### config.mk
export PLATFORM = sky130hd
export DESIGN_NAME = commit_unit_flat
export DESIGN_NICKNAME = d
export VERILOG_FILES = /design/src/rtl/commit_unit_if.sv /design/src/rtl/commit_unit.sv /design/src/flat_wrapper.sv
export SDC_FILE = /design/constraint.sdc
export NUM_CORES = 1
export LEC_CHECK = 0
export CORE_MARGIN = 5
export CORE_UTILIZATION = 38
export CTS_BUF_LIST = sky130_fd_sc_hd__clkbuf_4
export CTS_CLUSTER_DIAMETER = 50
export CTS_CLUSTER_SIZE = 28
export DETAILED_ROUTE_END_ITERATION = 7
export PLACE_DENSITY = 0.83
export SYNTH_ARGS = -nofsm -noshare
export SYNTH_HDL_FRONTEND = slang
export SYNTH_SLANG_ARGS = --single-unit
### constraint.sdc
create_clock -name clk -period 2.3 [get_ports clk]
set_input_delay 0.345 -clock clk [delete_from_list [all_inputs] [get_ports clk]]
set_output_delay 0.345 -clock clk [all_outputs]
set_load 0.02 [all_outputs]
### src/rtl/commit_unit_if.sv
// Bundle of ROB-head, register-file, store and flush signals between the
// commit stage (slave) and its surrounding pipeline (master).
interface commit_unit_if #(
    parameter int unsigned XLEN  = 32,
    parameter int unsigned ROB_W = 4,
    parameter int unsigned CNT_W = 32
);
    // ROB head
    logic             head_valid;
    logic             head_ready;
    logic [1:0]       head_itype;
    logic [ROB_W-1:0] head_rob_num;
    logic [4:0]       head_rd;
    logic [XLEN-1:0]  head_value;
    logic [XLEN-1:0]  head_addr;
    logic             head_mispredict;
    logic             rob_rd_en;

    // Register-file write port
    logic             rf_we;
    logic [4:0]       rf_waddr;
    logic [XLEN-1:0]  rf_wdata;
    logic [ROB_W-1:0] rf_wtag;

    // Store port to data memory
    logic             st_req;
    logic [XLEN-1:0]  st_addr;
    logic [XLEN-1:0]  st_data;
    logic             st_ack;

    // Flush / redirect and bookkeeping
    logic             flush;
    logic [XLEN-1:0]  redirect_pc;
    logic [CNT_W-1:0] retired_cnt;

    modport master (
        output head_valid, head_ready, head_itype, head_rob_num, head_rd,
               head_value, head_addr, head_mispredict, st_ack,
        input  rob_rd_en, rf_we, rf_waddr, rf_wdata, rf_wtag,
               st_req, st_addr, st_data, flush, redirect_pc, retired_cnt
    );

    modport slave (
        input  head_valid, head_ready, head_itype, head_rob_num, head_rd,
               head_value, head_addr, head_mispredict, st_ack,
        output rob_rd_en, rf_we, rf_waddr, rf_wdata, rf_wtag,
               st_req, st_addr, st_data, flush, redirect_pc, retired_cnt
    );
endinterface

### src/rtl/commit_unit.sv
// In-order retirement stage: retires the ROB head into the register file,
// drives stores through a req/ack handshake and raises a flush on mispredict.
module commit_unit #(
    parameter int unsigned XLEN  = 32,
    parameter int unsigned ROB_W = 4,
    parameter int unsigned CNT_W = 32
) (
    input logic          clk,
    input logic          reset,
    commit_unit_if.slave bus
);
    localparam logic [1:0] ITypeBranch = 2'b00;
    localparam logic [1:0] ITypeStore  = 2'b01;

    typedef enum logic [1:0] {
        StCommit = 2'b00,
        StStWait = 2'b01,
        StFlush  = 2'b10
    } state_e;

    state_e           r_state;
    logic             r_st_req;
    logic [XLEN-1:0]  r_st_addr;
    logic [XLEN-1:0]  r_st_data;
    logic             r_flush;
    logic [XLEN-1:0]  r_redirect_pc;
    logic [CNT_W-1:0] r_retired_cnt;

    logic             w_retire;
    logic             w_rd_en;
    logic             w_rf_we;
    logic [4:0]       w_rf_waddr;
    logic [XLEN-1:0]  w_rf_wdata;
    logic [ROB_W-1:0] w_rf_wtag;

    assign w_retire = bus.head_valid & bus.head_ready;

    // Commit outputs are combinational so a ready ALU head retires the same cycle.
    always_comb begin
        w_rd_en    = 1'b0;
        w_rf_we    = 1'b0;
        w_rf_waddr = '0;
        w_rf_wdata = '0;
        w_rf_wtag  = '0;
        if (!reset) begin
            case (r_state)
                StStWait: w_rd_en = bus.st_ack;
                StFlush:  w_rd_en = 1'b0;
                default: begin
                    if (w_retire) begin
                        if (bus.head_itype[1]) begin
                            w_rd_en    = 1'b1;
                            w_rf_we    = (bus.head_rd != 5'd0);
                            w_rf_waddr = bus.head_rd;
                            w_rf_wdata = bus.head_value;
                            w_rf_wtag  = bus.head_rob_num;
                        end else if (bus.head_itype == ITypeBranch) begin
                            w_rd_en = 1'b1;
                        end
                    end
                end
            endcase
        end
    end

    always_ff @(posedge clk) begin
        if (reset) begin
            r_state       <= StCommit;
            r_st_req      <= 1'b0;
            r_st_addr     <= '0;
            r_st_data     <= '0;
            r_flush       <= 1'b0;
            r_redirect_pc <= '0;
            r_retired_cnt <= '0;
        end else begin
            if (w_rd_en) begin
                r_retired_cnt <= r_retired_cnt + CNT_W'(1);
            end
            case (r_state)
                StStWait: begin
                    if (bus.st_ack) begin
                        r_st_req <= 1'b0;
                        r_state  <= StCommit;
                    end
                end
                StFlush: begin
                    r_flush <= 1'b0;
                    r_state <= StCommit;
                end
                default: begin
                    // Also covers the unused encoding, which recovers into COMMIT.
                    r_state <= StCommit;
                    if (w_retire) begin
                        if (bus.head_itype == ITypeBranch && bus.head_mispredict) begin
                            r_flush       <= 1'b1;
                            r_redirect_pc <= bus.head_addr;
                            r_state       <= StFlush;
                        end else if (bus.head_itype == ITypeStore) begin
                            r_st_req  <= 1'b1;
                            r_st_addr <= bus.head_addr;
                            r_st_data <= bus.head_value;
                            r_state   <= StStWait;
                        end
                    end
                end
            endcase
        end
    end

    assign bus.rob_rd_en   = w_rd_en;
    assign bus.rf_we       = w_rf_we;
    assign bus.rf_waddr    = w_rf_waddr;
    assign bus.rf_wdata    = w_rf_wdata;
    assign bus.rf_wtag     = w_rf_wtag;
    assign bus.st_req      = r_st_req;
    assign bus.st_addr     = r_st_addr;
    assign bus.st_data     = r_st_data;
    assign bus.flush       = r_flush;
    assign bus.redirect_pc = r_redirect_pc;
    assign bus.retired_cnt = r_retired_cnt;
endmodule

### src/flat_wrapper.sv
// flat-port wrapper written by rule: the top's interface ports become plain ports
module commit_unit_flat 
#(
    parameter int unsigned XLEN  = 32,
    parameter int unsigned ROB_W = 4,
    parameter int unsigned CNT_W = 32
)
  (clk, reset, bus_head_valid, bus_head_ready, bus_head_itype, bus_head_rob_num, bus_head_rd, bus_head_value, bus_head_addr, bus_head_mispredict, bus_st_ack, bus_rob_rd_en, bus_rf_we, bus_rf_waddr, bus_rf_wdata, bus_rf_wtag, bus_st_req, bus_st_addr, bus_st_data, bus_flush, bus_redirect_pc, bus_retired_cnt);
  commit_unit_if #(.XLEN(XLEN), .ROB_W(ROB_W), .CNT_W(CNT_W)) bus_i ();
  input logic clk;
  input logic reset;
  input wire logic [$bits(bus_i.head_valid)-1:0] bus_head_valid;
  input wire logic [$bits(bus_i.head_ready)-1:0] bus_head_ready;
  input wire logic [$bits(bus_i.head_itype)-1:0] bus_head_itype;
  input wire logic [$bits(bus_i.head_rob_num)-1:0] bus_head_rob_num;
  input wire logic [$bits(bus_i.head_rd)-1:0] bus_head_rd;
  input wire logic [$bits(bus_i.head_value)-1:0] bus_head_value;
  input wire logic [$bits(bus_i.head_addr)-1:0] bus_head_addr;
  input wire logic [$bits(bus_i.head_mispredict)-1:0] bus_head_mispredict;
  input wire logic [$bits(bus_i.st_ack)-1:0] bus_st_ack;
  output wire logic [$bits(bus_i.rob_rd_en)-1:0] bus_rob_rd_en;
  output wire logic [$bits(bus_i.rf_we)-1:0] bus_rf_we;
  output wire logic [$bits(bus_i.rf_waddr)-1:0] bus_rf_waddr;
  output wire logic [$bits(bus_i.rf_wdata)-1:0] bus_rf_wdata;
  output wire logic [$bits(bus_i.rf_wtag)-1:0] bus_rf_wtag;
  output wire logic [$bits(bus_i.st_req)-1:0] bus_st_req;
  output wire logic [$bits(bus_i.st_addr)-1:0] bus_st_addr;
  output wire logic [$bits(bus_i.st_data)-1:0] bus_st_data;
  output wire logic [$bits(bus_i.flush)-1:0] bus_flush;
  output wire logic [$bits(bus_i.redirect_pc)-1:0] bus_redirect_pc;
  output wire logic [$bits(bus_i.retired_cnt)-1:0] bus_retired_cnt;
  assign bus_i.head_valid = bus_head_valid;
  assign bus_i.head_ready = bus_head_ready;
  assign bus_i.head_itype = bus_head_itype;
  assign bus_i.head_rob_num = bus_head_rob_num;
  assign bus_i.head_rd = bus_head_rd;
  assign bus_i.head_value = bus_head_value;
  assign bus_i.head_addr = bus_head_addr;
  assign bus_i.head_mispredict = bus_head_mispredict;
  assign bus_i.st_ack = bus_st_ack;
  assign bus_rob_rd_en = bus_i.rob_rd_en;
  assign bus_rf_we = bus_i.rf_we;
  assign bus_rf_waddr = bus_i.rf_waddr;
  assign bus_rf_wdata = bus_i.rf_wdata;
  assign bus_rf_wtag = bus_i.rf_wtag;
  assign bus_st_req = bus_i.st_req;
  assign bus_st_addr = bus_i.st_addr;
  assign bus_st_data = bus_i.st_data;
  assign bus_flush = bus_i.flush;
  assign bus_redirect_pc = bus_i.redirect_pc;
  assign bus_retired_cnt = bus_i.retired_cnt;
  commit_unit #(.XLEN(XLEN), .ROB_W(ROB_W), .CNT_W(CNT_W)) u_core (.clk(clk), .reset(reset), .bus(bus_i));
endmodule
### Word level (Yosys, flattened, before mapping)

Index checks and enable logic that the tools add are counted.

| operators by class | value |
|---|---|
| $add $sub $neg | 1 |
| equality and inequality tests | 5 |
| multiplexer cells | 34 |
| bitwise operators | 5 |
| reductions and logical operators | 12 |

Operator list:

| kind | count |
|---|---|
| $mux 32 | 4 |
| $add 32x1->32 const B | 1 |
| $mux 5 | 4 |
| $mux 4 | 4 |
| $mux 1 | 15 |
| $reduce_bool 2->1 | 4 |
| $mux 2 | 3 |
| $pmux 1 s2 | 3 |
| $reduce_and 3->1 | 2 |
| $reduce_and 5->1 | 1 |
| $reduce_bool 5->1 | 1 |
| $eq 2x1->1 const B | 2 |
| $ne 2x2->1 const B | 2 |
| $not 1->1 | 4 |
| $pmux 2 s2 | 1 |
| $reduce_and 4->1 | 1 |
| $eq 2x2->1 const B | 1 |
| $logic_not 2->1 | 1 |
| $reduce_or 2->1 | 1 |
| $and 1x1->1 | 1 |
| $logic_and 1x1->1 | 1 |

| storage, ports and cells | value |
|---|---|
| flip-flop bits (word level) | 132 |
| output and inout port bits | 173 |

### Longest topological paths before layout

| logic depth | value |
|---|---|
| word-level depth | 6 |
| mapped depth | 8 |
| mapped depth without buffers | 7 |

### Worst setup path before layout

No wires, ideal clock.

| timing path | value |
|---|---|
| path kind | register -> register |
| start point | register u_core.r_state[0] |
| end point | register u_core.r_retired_cnt[25] (netlist: u_core.bus.retired_cnt[25]) |
| setup time | 0.070 ns |
| data arrival time | 2.084 ns |
| required time | 2.230 ns |
| setup slack | 0.145 ns |
| stages on the path, launching flop included | 8 |
| path through | dfxtp_1 -> inv_1 -> ha_1 -> nand3_2 -> a2bb2oi_2 -> or4_4 -> or3_1 -> a21oi_1 |

| on the way | value |
|---|---|
| cells in the longest elaborated chain, start to end | 3 |
| elaborated cells on any way between the ends | 4 |
| classes of those cells | 2 x eq/ne; 2 x mux |

RTL lines:

| what | line | source |
|---|---|---|
| start: declaration | commit_unit.sv:21 | `state_e r_state;` |
| start signal: assignment | commit_unit.sv:68 | `r_state <= StCommit;` |
| start signal: assignment | commit_unit.sv:83 | `r_state <= StCommit;` |
| start signal: assignment | commit_unit.sv:88 | `r_state <= StCommit;` |
| $eq 2x2->1 / $eq 2x1->1 (equally long branches) | commit_unit.sv:46 | `case (r_state)` |
| $pmux 1 s2 (*) | commit_unit.sv:46 |  |
| $mux 1 (*) | commit_unit.sv:45 | `if (!reset) begin` |
| end signal: assignment | commit_unit.sv:77 | `r_retired_cnt <= r_retired_cnt + CNT_W'(1);` |
| end: declaration | commit_unit.sv:27 | `logic [CNT_W-1:0] r_retired_cnt;` |

Mark *: on every way between the ends. The rest lies on a longest branch, timed or not.
A chain may end at the register's enable or synchronous reset.

### Worst setup path after layout

| timing path | value |
|---|---|
| start point | register u_core.r_state[0] |
| end point | output bus_rf_wdata[8] |

| on the way | value |
|---|---|
| cells in the longest elaborated chain, start to end | 4 |
| elaborated cells on any way between the ends | 5 |
| classes of those cells | 2 x eq/ne; 2 x mux; 1 x reduce/logical |

RTL lines:

| what | line | source |
|---|---|---|
| $eq 2x1->1 / $eq 2x2->1 (equally long branches) | commit_unit.sv:46 |  |
| $reduce_or 2->1 (no source line) (*) | n/a |  |
| $mux 32 (*) | commit_unit.sv:46 |  |
| $mux 32 (*) | commit_unit.sv:45 |  |
| end: declaration | flat_wrapper.sv:24 | `output wire logic [$bits(bus_i.rf_wdata)-1:0] bus_rf_wdata;` |

Marks and branches as above.

==> results_dict.tcl <==
set metrics [dict create \
    drc 0 \
    synth_cell_type_count 38 \
    hpwl_mm 12.8 \
    synth-seq-area-share 0.491 \
    cts_buffer_depth 2 \
    place.gp.congestion 0.823 \
    cts_sinks 132 \
    synthAdderAreaFrac 0.00698 \
    drv_cap 0 \
    clkLatencyLatePin_ns 0.50 \
    synth_edf_count 0 \
    drive_above_1_share 0.129 \
    async_flop_share 0 \
    violations "negative setup slack" \
    r2r-end "u_core.bus.retired_cnt[25]" \
    p_leak_uw 0.00310 \
    syn_inst 680 \
    vias 5534 \
    drt_iter0_drc 274 \
    fp.dieH_um 129 \
    r2r_cells 8 \
    grt_pass1_wl_mm 27.2 \
    synthXorXnorAreaFrac 0.0440 \
    max_clock_freq_mhz 425 \
    layout_setup_ws_ns -0.0507 \
    rsz0062_at_grt "true" \
    post-route-min-period_ns 2.35 \
    via_per_inst 4.89 \
    cp_data_arrival_time_ns 2.01 \
    die_area_mm2 0.0166 \
    synth-seq-cells 132 \
    peakVddDrop_uv 323 \
    wl_per_cell_um 15.6 \
    critPathKind "reg2out" \
    cp.required_ns 1.96 \
    fill_cells 1193 \
    start_kind "flop" \
    die_x_um 129 \
    mostFrequentLayoutCells "clkdlybuf4s50_1 (209), nand2_1 (202), dfxtp_1 (131)" \
    p_per_area_mw_per_mm2 519 \
    muxShareOfSynthArea 0.00372 \
    total_power_uw 4470 \
    timing.clock.skew_ns 0.0122 \
    cts_hold_buf 0 \
    layout_commonest_cell "clkdlybuf4s50_1" \
    clk_pin_slew_ns 0.10 \
    crit_path_end_kind "output pin" \
    postSynthAreaPerCell_um2 7.91 \
    setup_viol 42 \
    floorplan.initialDensity 0.387 \
    syn_area_mm2 0.00538 \
    antenna_found_initial 1 \
    ctsHtreeMaxLevel 4 \
    worst_pin_slew_ns 1.02 \
    synth_compound_area_frac 0.115 \
    synthFlopType "dfxtp_1" \
    drtAntennaViolNets 0 \
    nets 1024 \
    port_buffers 253 \
    synthesis.nets 764 \
    numCtsBuffers 17 \
    pre_cts_ws_ns -0.208 \
    hold_viol_final 0 \
    crit_end "bus_rf_wdata[8]" \
    tritoncts "done" \
    startpoint "u_core.r_state[0]" \
    r2r_slack_ns 0.19 \
    grt_max_degree 97 \
    grt_pass1_vias 5319 \
    slew_headroom 0.317 \
    period_share 1.02 \
    crit_path_max_fanout 21 \
    synth_top_family_by_area "simple AND/OR/NAND/NOR gates" \
    yosys_warnings 0 \
    finalMaxSlewViolations 0 \
    overflow 0 \
    outcome "finished with violations" \
    core_mm2 0.0139 \
    firstDrtPassIters 4 \
    reg2reg_from "u_core.r_state[0]" \
    post-route-util 0.621 \
    rows 43 \
    ioPinCount 254 \
    cts_root_buf "clkbuf_4" \
    routed_wl_mm 17.7 \
    syn_to_final_growth_pct 60.3 \
    synthSimpleGateAreaFrac 0.302 \
    min-delay-path-class "in2reg" \
    grt_use_total 0.207 \
]
stage by stage:
step	TNS [ns]	cells	cell area (µm²)	hold slack [ns]
3_3_place_gp	-5.94	1099	8250	0.441
5_1_grt	-8.53	1132	8620	0.0400
3_5_place_dp	-8.26	1099	8250	0.445
6_report	-1.02	1132	8620	0.104
4_1_cts	-6.62	1132	8630	0.0368
2_1_floorplan	0	680	5380	0.481
per-layer routing:
metal  wire length [µm]  vias to the layer above  track usage
met2               8910                      202        0.357
li1                   -                     2776            -
met1               6960                     2535        0.237
met5                  0                        -            0
met3               1410                       21       0.0664
met4                393                        0       0.0828
power breakdown:
| part | total, µW | leakage (µW) | internal [µW] | switching [µW] |
|---|---|---|---|---|
| Combinational | 497 | 0.00188 | 258 | 238 |
| Clock | 1640 | 0.000154 | 849 | 790 |
| Sequential | 2340 | 0.00107 | 2320 | 19.4 |
cells in the mapped netlist, types with 2 or more instances:
cell        n  share of area
nand3_1    13          0.012
or3_1       3         0.0035
and4_1      2         0.0033
and2_1     46          0.054
nand4_1    21          0.024
dfxtp_1   132           0.49
clkbuf_1   41          0.029
nor3_1      3         0.0028
inv_1       8         0.0056
or4_1       4         0.0056
xor2_1     19          0.031
and3_1      8         0.0093
nor2_1     31          0.022
ha_1        3         0.0070
o31ai_1     2         0.0028
buf_1       2         0.0014
xnor2_1     8          0.013
a21oi_1   102          0.095
nor4_1      5         0.0058
mux2i_1     2         0.0037
o21ai_0     4         0.0037
nand2_1   202           0.14
nor2b_1     4         0.0047
kinds of logic after synthesis:
logic type      after synthesis
xor+xnor                     27
simple gates                350
compound gates              114
mux                           2
fa+ha+maj                     3
flops                       132
buf+inv                      52
worst min path at each step:
stage	start	end	slack [ns]	cells after the start
global route	reset	u_core.bus.retired_cnt[18]	0.04	2
floorplan	bus_head_addr[0]	u_core.bus.redirect_pc[0]	0.48	2
finish	reset	u_core.bus.retired_cnt[18]	0.10	2
detailed placement	u_core.bus.st_addr[10]	u_core.bus.st_addr[10]	0.45	2
CTS	reset	u_core.bus.retired_cnt[18]	0.04	2
global placement	u_core.bus.st_addr[6]	u_core.bus.st_addr[6]	0.44	2
what timing repair did:
| action | CTS | global route |
|---|---|---|
| gates cloned | 1 | 0 |
| resized for setup | 252 | 10 |
| endpoints found under the setup margin | 45 | 44 |
| endpoints found under the hold margin | 0 | 0 |
| pin swaps | 3 | 3 |
| buffers inserted | 2 | 1 |
layout make-up:
class	count	area, µm²	share of cell area
clock inverters	12	164	0.0190
multi-input cells	496	2600	0.302
repair buffers	285	2820	0.327
well taps	180	225	0.0261
inverters	8	30.0	0.00348
diodes	1	2.50	0.000290
flip-flops and latches	132	2640	0.307
clock buffers	18	135	0.0157
sequential cells by signal, indices dropped and copies added, names as in the netlist:
| name | flops |
|---|---|
| u_core.bus.st_addr | 32 |
| u_core.bus.flush | 1 |
| u_core.bus.retired_cnt | 32 |
| u_core.bus.st_data | 32 |
| u_core.bus.redirect_pc | 32 |
| u_core.r_state | 2 |
| u_core.bus.st_req | 1 |
worst max-delay path: stages, from the launching register on:
cell     delay (ns)
dfxtp_2        0.34
inv_2          0.04
ha_4           0.28
nand3_4        0.09
nor3b_4        0.22
buf_6          0.23
and2_1         0.17
buf_6          0.12
No activity file was read; power rests on OpenSTA's default activity.
